File: src/rtl/check_extrema.sv
// Scale-space extremum detector: walks every interior pixel of two DoG layers
// and reports strict 3x3x2 local maxima/minima for each layer.
module check_extrema #(
   parameter int BIT_DEPTH = 9,
   parameter int DIMENSION = 5,
   localparam int AW = (DIMENSION > 1) ? $clog2(DIMENSION * DIMENSION) : 1,
   localparam int CW = (DIMENSION > 1) ? $clog2(DIMENSION) : 1
) (
   input  logic                        clk,
   input  logic                        rst_in,
   input  logic                        enable,
   input  logic signed [BIT_DEPTH-1:0] first_data,
   input  logic signed [BIT_DEPTH-1:0] second_data,
   output logic [AW-1:0]               first_address,
   output logic [AW-1:0]               second_address,
   output logic                        read,
   output logic [CW-1:0]               read_x,
   output logic [CW-1:0]               read_y,
   output logic [CW-1:0]               x,
   output logic [CW-1:0]               y,
   output logic                        first_is_extremum,
   output logic                        second_is_extremum,
   output logic                        first_is_max,
   output logic                        first_is_min,
   output logic                        second_is_max,
   output logic                        second_is_min,
   output logic                        done_checking,
   output logic [2:0]                  state_number
);

   typedef enum logic [2:0] {
      IDLE   = 3'd0,
      ISSUE  = 3'd1,
      DRAIN  = 3'd2,
      RESULT = 3'd3,
      DONE   = 3'd4
   } state_t;

   localparam logic [CW-1:0] LAST = CW'(DIMENSION - 2);

   state_t state, state_next;
   logic [3:0] k;
   logic [CW-1:0] held_x, held_y;
   logic [AW-1:0] held_addr;
   logic [1:0] dx, dy;
   logic [CW-1:0] issue_x, issue_y;
   logic [AW-1:0] issue_addr;
   logic signed [BIT_DEPTH-1:0] c1, c2;
   logic gt1, lt1, gt2, lt2;
   logic own_skip, last_centre, sampling;
   logic upd_gt1, upd_lt1, upd_gt2, upd_lt2;

   // Window offset for the address issued at step k: k=0 is the centre,
   // k=1..9 sweep the 3x3 window row-major.
   always_comb begin
      dx = 2'd1;
      dy = 2'd1;
      case (k)
         4'd1: begin dx = 2'd0; dy = 2'd0; end
         4'd2: begin dx = 2'd1; dy = 2'd0; end
         4'd3: begin dx = 2'd2; dy = 2'd0; end
         4'd4: begin dx = 2'd0; dy = 2'd1; end
         4'd5: begin dx = 2'd1; dy = 2'd1; end
         4'd6: begin dx = 2'd2; dy = 2'd1; end
         4'd7: begin dx = 2'd0; dy = 2'd2; end
         4'd8: begin dx = 2'd1; dy = 2'd2; end
         4'd9: begin dx = 2'd2; dy = 2'd2; end
         default: begin dx = 2'd1; dy = 2'd1; end
      endcase
   end

   assign issue_x    = x + CW'(dx) - CW'(1);
   assign issue_y    = y + CW'(dy) - CW'(1);
   assign issue_addr = AW'(issue_y) * AW'(DIMENSION) + AW'(issue_x);

   assign read           = (state == ISSUE);
   assign read_x         = read ? issue_x : held_x;
   assign read_y         = read ? issue_y : held_y;
   assign first_address  = read ? issue_addr : held_addr;
   assign second_address = first_address;

   // Data arriving at k=3..11 is window sample k-3; sample 4 (k=7) is each
   // layer's own centre, which only takes part in the cross-layer compare.
   assign own_skip = (k == 4'd7);
   assign upd_gt1  = (c1 > second_data) && (own_skip || (c1 > first_data));
   assign upd_lt1  = (c1 < second_data) && (own_skip || (c1 < first_data));
   assign upd_gt2  = (c2 > first_data) && (own_skip || (c2 > second_data));
   assign upd_lt2  = (c2 < first_data) && (own_skip || (c2 < second_data));

   assign sampling    = (state == ISSUE) || (state == DRAIN);
   assign last_centre = (x == LAST) && (y == LAST);

   // Next-state logic for the per-centre issue/drain/result sequence.
   always_comb begin
      state_next = state;
      case (state)
         IDLE:    if (enable) state_next = (DIMENSION < 3) ? DONE : ISSUE;
         ISSUE:   if (k == 4'd9) state_next = DRAIN;
         DRAIN:   if (k == 4'd11) state_next = RESULT;
         RESULT:  state_next = last_centre ? DONE : ISSUE;
         DONE:    state_next = IDLE;
         default: state_next = IDLE;
      endcase
   end

   // State, step counter, centre coordinates, held address and running
   // comparison flags.
   always_ff @(posedge clk) begin
      if (rst_in) begin
         state         <= IDLE;
         k             <= 4'd0;
         x             <= '0;
         y             <= '0;
         held_x        <= '0;
         held_y        <= '0;
         held_addr     <= '0;
         c1            <= '0;
         c2            <= '0;
         gt1           <= 1'b0;
         lt1           <= 1'b0;
         gt2           <= 1'b0;
         lt2           <= 1'b0;
         done_checking <= 1'b0;
      end else begin
         state <= state_next;
         k     <= sampling ? k + 4'd1 : 4'd0;
         if (state == ISSUE) begin
            held_x    <= issue_x;
            held_y    <= issue_y;
            held_addr <= issue_addr;
         end
         case (state)
            IDLE: if (enable) begin
               x             <= CW'(1);
               y             <= CW'(1);
               done_checking <= 1'b0;
            end
            RESULT: if (!last_centre) begin
               if (x == LAST) begin
                  x <= CW'(1);
                  y <= y + CW'(1);
               end else begin
                  x <= x + CW'(1);
               end
            end
            DONE: done_checking <= 1'b1;
            default: ;
         endcase
         if (sampling && (k == 4'd2)) begin
            c1  <= first_data;
            c2  <= second_data;
            gt1 <= 1'b1;
            lt1 <= 1'b1;
            gt2 <= 1'b1;
            lt2 <= 1'b1;
         end else if (sampling && (k >= 4'd3) && (k <= 4'd11)) begin
            gt1 <= gt1 && upd_gt1;
            lt1 <= lt1 && upd_lt1;
            gt2 <= gt2 && upd_gt2;
            lt2 <= lt2 && upd_lt2;
         end
      end
   end

   assign first_is_max       = (state == RESULT) && gt1;
   assign first_is_min       = (state == RESULT) && lt1;
   assign second_is_max      = (state == RESULT) && gt2;
   assign second_is_min      = (state == RESULT) && lt2;
   assign first_is_extremum  = first_is_max || first_is_min;
   assign second_is_extremum = second_is_max || second_is_min;
   assign state_number       = state;

endmodule

File: config.mk
export PLATFORM = sky130hd
export DESIGN_NAME = check_extrema
export DESIGN_NICKNAME = d
export VERILOG_FILES = /design/src/rtl/check_extrema.sv
export SDC_FILE = /design/constraint.sdc
export NUM_CORES = 1
export LEC_CHECK = 0
export CAP_MARGIN = 20
export CORE_UTILIZATION = 40
export DETAILED_ROUTE_END_ITERATION = 7
export MAX_ROUTING_LAYER = met4
export PLACE_DENSITY = 0.69
export SLEW_MARGIN = 20
export SYNTH_ARGS = -nofsm -noshare
export SYNTH_HDL_FRONTEND = slang
export SYNTH_SLANG_ARGS = --single-unit
export TNS_END_PERCENT = 30
File: constraint.sdc
create_clock -name clk -period 3.6 [get_ports clk]
set_clock_uncertainty 0.2 [all_clocks]
set_input_delay 0.72 -clock clk [delete_from_list [all_inputs] [get_ports clk]]
set_output_delay 0.72 -clock clk [all_outputs]
set_load 0.03 [all_outputs]
==> flow_summary.json, run 1 <==
{
  "final_layout_size_suffix_gt1_frac": 0.1143,
  "setup_slack_ps": -441.7,
  "cts_buffer_depth": 2,
  "diodes": 0,
  "coreArea_sq_um": 8341,
  "r2r-end": "held_addr[4]",
  "cts-root-buf": "clkbuf_8",
  "io_buffers": 53,
  "grt_pass1_wl_mm": 13.59,
  "synth-edff-count": 0,
  "synthFlopType": "dfxtp_1",
  "antenna_found_initial": 0,
  "dr.pass1.iters": 4,
  "yosysUniqueCellTypes": 56,
  "critPathLaunch": "y[1]",
  "hold_viol": 0,
  "clkSlewWorstSetupHoldPaths_ps": 110,
  "dp_hpwl_mm": 6.296,
  "peakVddDrop_uv": 171.5,
  "arrival_ps": 3120,
  "clock_sinks": 51,
  "ys_ff_latch": 51,
  "max_freq_ghz": 0.2474,
  "cts_tree": "done",
  "final_nets": 567,
  "fin_crit_sh": 1.123,
  "detail_route.drc_violations": 0,
  "final_common_cell": "nand2_1",
  "route.vias.total": 3095,
  "grt_usage": 0.1984,
  "wirelength_mm": 8.205,
  "detail-route-antenna-nets": 0,
  "utilization": 0.5230,
  "period_needed_ps": 4042,
  "rsz0062_at_grt": "true",
  "relSlewSlack": 0.4983,
  "drv_slew": 0,
  "crit_fanout": 2,
  "reg2regPathDepth": 15,
  "hold_start": "held_addr[1]",
  "violations": "negative setup slack",
  "min_path_type": "reg -> reg",
  "cts_hold_buffers": 0,
  "async_flop_share": 0,
  "syn_nets": 514,
  "start_kind": "flip-flop",
  "vias_per_cell": 5.202,
  "cts_made_buffers": 5,
  "tightestPinTransition_ps": 750.8,
  "layout_common_cells": "nand2_1 (53), ha_1 (51), dfxtp_1 (48)",
  "dp.cells": 586,
  "fin_cells": 595,
  "crit_path_max_incr_delay_ps": 370,
  "power_density_nw_per_um2": 387.2,
  "grt_pass1_vias": 2848,
  "grt_max_degree": 35,
  "worstHoldPathCells": 2,
  "drv_cap": 0,
  "avgSynthCellArea_sq_um": 8.015,
  "whs_ps": 268.2,
  "crit_path_end_kind": "output pin",
  "path_class": "reg -> out",
  "chipWidth_microns": 95.47,
  "io_pins": 54,
  "reg2reg_slack_ps": 650,
  "hold_end": "held_addr[1]",
  "cts_max_level": 2,
  "yosysSeqAreaShare": 0.2922,
  "yosysWarningCount": 0,
  "finalSetupViolations": 6,
  "globalRouteOverflowTotal": 0,
  "gp_congestion": 0.9082,
  "regToRegStartpoint": "y[1]",
  "rows": 33,
  "die_h_microns": 95.47,
  "crit_slowest_cell": "dfxtp_4",
  "area_growth_pct": 24.81,
  "clk-insertion-delay-late_ps": 310,
  "status": "finished, violations left",
  "drt_iter0_drc": 125,
  "syn-cell-area_sq_um": 3495,
  "start_util": 0.4190,
  "die_area_sq_um": 9115,
  "crit_path_frequent_cell": "ha_4",
  "total_leakage_power_nw": 1.919,
  "path_cells": "inv_4 -> ha_4 -> inv_2 -> ha_4 -> xnor2_4 -> xnor2_2 -> inv_2 -> ha_4 -> ha_4 -> ha_4 -> a21o_1 -> a21oi_2 -> xnor3_1 -> and2_4 -> nor2_4 -> buf_6",
  "synthCells": 436,
  "post_drt_wl_per_cell_microns": 13.79,
  "crit_required_ps": 2680
}
==> worst max-delay path, delay by kind of cell, from the launching register on <==
family	cells	cell delay, ps
adders and majority gates	5	1070
xor gates and xnor gates	3	500
DFF	1	370
AOI/OAI and AO/OA	2	300
and+or+nand+nor	2	280
buffers and inverters	4	270
==> cells in the mapped netlist, drive strengths merged, types with 3 or more instances <==
cell type	count	area, sq um
buf	11	65.07
nand4	6	37.54
o21bai	4	30.03
nand2	54	205.2
and2	11	68.82
ha	56	700.7
clkbuf	10	37.54
dfxtp	51	1021
o21ai	12	60.06
o221ai	3	26.28
o211ai	3	22.52
xor2	3	26.28
a31oi	3	18.77
or2	3	18.77
nor2b	5	31.28
xnor2	9	78.83
nor2	25	93.84
mux2i	3	30.03
inv	50	187.7
nand3	29	145.1
a211oi	8	60.06
a21oi	34	170.2
a21o	3	23.77
nor3	6	30.03
==> metal layers <==
layer	part of all wire	wire length, microns	global-route usage	vias up
met5	0	0	-	-
met4	0.0093	76	0.04726	0
met3	0.037	306	0.03030	7
met2	0.49	3983	0.3446	71
met1	0.47	3838	0.2402	1410
li1	-	-	-	1607
==> repair_timing <==
action | 4_1_cts | 5_1_grt
pin swaps | 8 | 0
endpoints found under the setup margin | 8 | 6
setup buffers | 1 | 0
gates resized for setup | 9 | 3
==> logic make-up (layout without fill, tap and decap cells) <==
family	count (synthesis)	after routing	share of synthesized area
AOI/OAI and AO/OA	85	85	0.1543
xor gates and xnor gates	13	13	0.03652
adders and majority gates	57	57	0.2062
buffers and inverters	72	126	0.08414
DFF	51	51	0.2922
muxes	5	5	0.01504
and+or+nand+nor	153	153	0.2116
==> per-stage QoR <==
step	setup TNS (ps)	setup WS (ps)	power, mW	cell area, sq um
3_5_place_dp	-929.2	-360.4	1.314	4203
3_3_place_gp	-766.3	-325.6	1.301	4203
4_1_cts	-2064	-461.8	1.701	4360
6_report	-1917	-441.7	1.689	4362
2_1_floorplan	-1789	-517.7	1.107	3565
5_1_grt	-2675	-576.3	1.802	4362
==> where the power goes <==
| group | switching (mW) | internal [mW] | total (mW) | leakage (nW) |
|---|---|---|---|---|
| sequential | 0.0264 | 0.602 | 0.628 | 0.415 |
| clock | 0.213 | 0.140 | 0.353 | 0.0443 |
| combinational | 0.412 | 0.296 | 0.708 | 1.46 |
==> registers in the layout (all words and copies together), names as in the netlist <==
name,flops
c2,9
state_number,3
k,4
dx,2
gt1,1
c1,9
dy,2
held_addr,5
held_x,3
held_y,3
gt2,1
lt2,1
done_checking,1
x,3
lt1,1
y,3
==> worst max path at each step <==
stage / end / slack [ps] / cells after the start
final: second_address[4] / -440 / 16
after global routing: first_address[4] / -580 / 16
after global placement: second_address[4] / -330 / 16
after detailed placement: second_address[4] / -360 / 16
after floorplan: second_address[4] / -520 / 16
after CTS: second_address[4] / -460 / 16
==> cell type report <==
type,count,area [sq um]
Clock buffer,5,68.82
Tap cell,105,131.4
Sequential cell,51,1027
Timing Repair Buffer,67,625.6
Inverter,51,193.9
Multi-Input combinational cell,313,2290
Fill cell,803,3979
Clock inverter,3,25.02
Power figures use the tool's default switching activity.
==> run 2: changes to the inputs <==
--- a/config.mk
+++ b/config.mk
@@ -10,6 +10,7 @@
 export DETAILED_ROUTE_END_ITERATION = 7
 export MAX_ROUTING_LAYER = met4
 export PLACE_DENSITY = 0.69
+export SETUP_SLACK_MARGIN = 0.5
 export SLEW_MARGIN = 20
 export SYNTH_ARGS = -nofsm -noshare
 export SYNTH_HDL_FRONTEND = slang
==> flow_summary.json, run 2 (synthesized netlist as in run 1, its figures left out) <==
{
  "dr.pass1.iters": 4,
  "grt_usage": 0.1983,
  "antenna_found_initial": 0,
  "crit_path_end_kind": "output pin",
  "die_h_microns": 95.47,
  "max_freq_ghz": 0.2457,
  "coreArea_sq_um": 8341,
  "clock_sinks": 51,
  "grt_max_degree": 35,
  "path_class": "reg -> out",
  "fin_cells": 595,
  "grt_pass1_vias": 2940,
  "reg_top3": "c1 x9, c2 x9, held_addr x5",
  "detail_route.drc_violations": 0,
  "detail-route-antenna-nets": 0,
  "tightestPinTransition_ps": 586.7,
  "globalRouteOverflowTotal": 0,
  "grt_pass1_wl_mm": 13.74,
  "total_leakage_power_nw": 1.973,
  "cts-root-buf": "clkbuf_8",
  "gp_congestion": 0.8416,
  "arrival_ps": 3150,
  "start_util": 0.4190,
  "crit_slowest_cell": "dfxtp_4",
  "fillers": 811,
  "hold_viol": 0,
  "fin_crit_sh": 1.131,
  "layout_common_cells": "nand2_1 (52), ha_1 (50), inv_1 (45), dfxtp_1 (45), clkdlybuf4s50_1 (36)",
  "crit_fanout": 2,
  "io_pins": 54,
  "area_growth_pct": 26.07,
  "chipWidth_microns": 95.47,
  "dp_slack_ps": -347.9,
  "peakVddDrop_uv": 182.1,
  "rows": 33,
  "power_density_nw_per_um2": 394.8,
  "dp_hpwl_mm": 6.273,
  "route.vias.total": 3113,
  "start_kind": "flip-flop",
  "drv_slew": 0,
  "io_buffers": 53,
  "finalSetupViolations": 6,
  "final_nets": 567,
  "rsz0062_at_grt": "true",
  "tns_ps": -2399,
  "setup_slack_ps": -470.0,
  "cts_max_level": 2,
  "multiInputGateArea_sq_um": 2330,
  "status": "finished, violations left",
  "vias_per_cell": 5.232,
  "crit_path_max_incr_delay_ps": 360,
  "diodes": 0,
  "clk-insertion-delay-late_ps": 320,
  "drv_cap": 0,
  "final_layout_size_suffix_gt1_frac": 0.1408,
  "cts_made_buffers": 5,
  "clkSlewWorstSetupHoldPaths_ps": 110,
  "drt_iter0_drc": 164,
  "dp.cells": 586,
  "path_cells": "inv_2 -> ha_4 -> inv_2 -> ha_4 -> xnor2_4 -> xnor2_2 -> inv_2 -> ha_4 -> ha_4 -> ha_4 -> a21o_1 -> a21oi_2 -> xnor3_1 -> and2_4 -> nor2_4 -> buf_6",
  "relSlewSlack": 0.6079,
  "crit_required_ps": 2680,
  "post_drt_wl_per_cell_microns": 13.74,
  "crit_path_frequent_cell": "ha_4",
  "wirelength_mm": 8.176,
  "period_needed_ps": 4070,
  "register_area_sq_um": 1031,
  "min_path_type": "reg -> reg",
  "die_area_sq_um": 9115,
  "final_common_cell": "nand2_1",
  "violations": "negative setup slack",
  "cts_buffer_depth": 2,
  "cts_tree": "done"
}
## run 2: cell count changes in the layout (fill, tap and decap cells not counted), moves of 2 or more
cell	before	now
buf_6	2	7
dlygate4sd2_1	2	6
buf_4	18	15
clkdlybuf4s50_1	45	36
dfxtp_1	48	45
inv_6	0	2
clkbuf_2	0	2
inv_2	3	5
dfxtp_2	2	5
## run 2: area by class of cell
cell class	count	area share
multi-input combinational	313	0.5288
clock buffer	5	0.01562
clock inverter	3	0.005964
timing repair buffer	67	0.1423
sequential	51	0.2340
inverter	51	0.04345
tap	105	0.02982
## run 2: timing repair
| action | in CTS | in global routing |
|---|---|---|
| pin swaps | 10 | 2 |
| hold buffers | 0 | 0 |
| resized for setup | 34 | 17 |
| setup endpoints to repair | 22 | 12 |
| gates cloned | 0 | 0 |
| setup buffers | 0 | 1 |
## run 2: critical path, delay by kind of cell (launching register included)
kind                     cells  cell delay, ps
AO/OA/AOI/OAI                2             290
XOR/XNOR                     3             530
adder cells (fa/ha/maj)      5            1100
buffers and inverters        4             290
flip-flops                   1             360
AND/OR/NAND/NOR              2             270
## run 2: power breakdown
group	internal, mW	switching, mW	total, mW	leakage, nW
Combinational	0.319	0.431	0.750	1.51
Clock	0.144	0.216	0.359	0.0491
Sequential	0.603	0.0267	0.630	0.416
Total	1.07	0.674	1.74	1.97
## run 2: through the flow
step	hold slack, ps	power [mW]	area [sq um]	utilization
2_1_floorplan	244.3	1.107	3565	-
3_3_place_gp	250.2	1.300	4203	0.5039
3_5_place_dp	256.8	1.314	4203	0.5039
4_1_cts	271.8	1.722	4382	0.5254
5_1_grt	298.9	1.848	4405	0.5282
6_report	268.3	1.739	4405	0.5282
## run 2: per-layer routing
metal  global-route usage  up-vias  share of wire
met5                    -        -              0
met4              0.05473        0          0.013
met3              0.03110       11          0.033
met2               0.3357       65           0.49
met1               0.2440     1433           0.47
li1                     -     1604              -
## run 2: final timing paths
kind	slack [ps]	depth (start not counted)	startpoint	to
setup / recovery	-470	16	y[1]	second_address[4]
hold reg to reg	270	2	held_addr[0]	held_addr[0]
setup reg to reg	580	15	y[1]	held_addr[3]
hold / removal	270	2	held_addr[0]	held_addr[0]
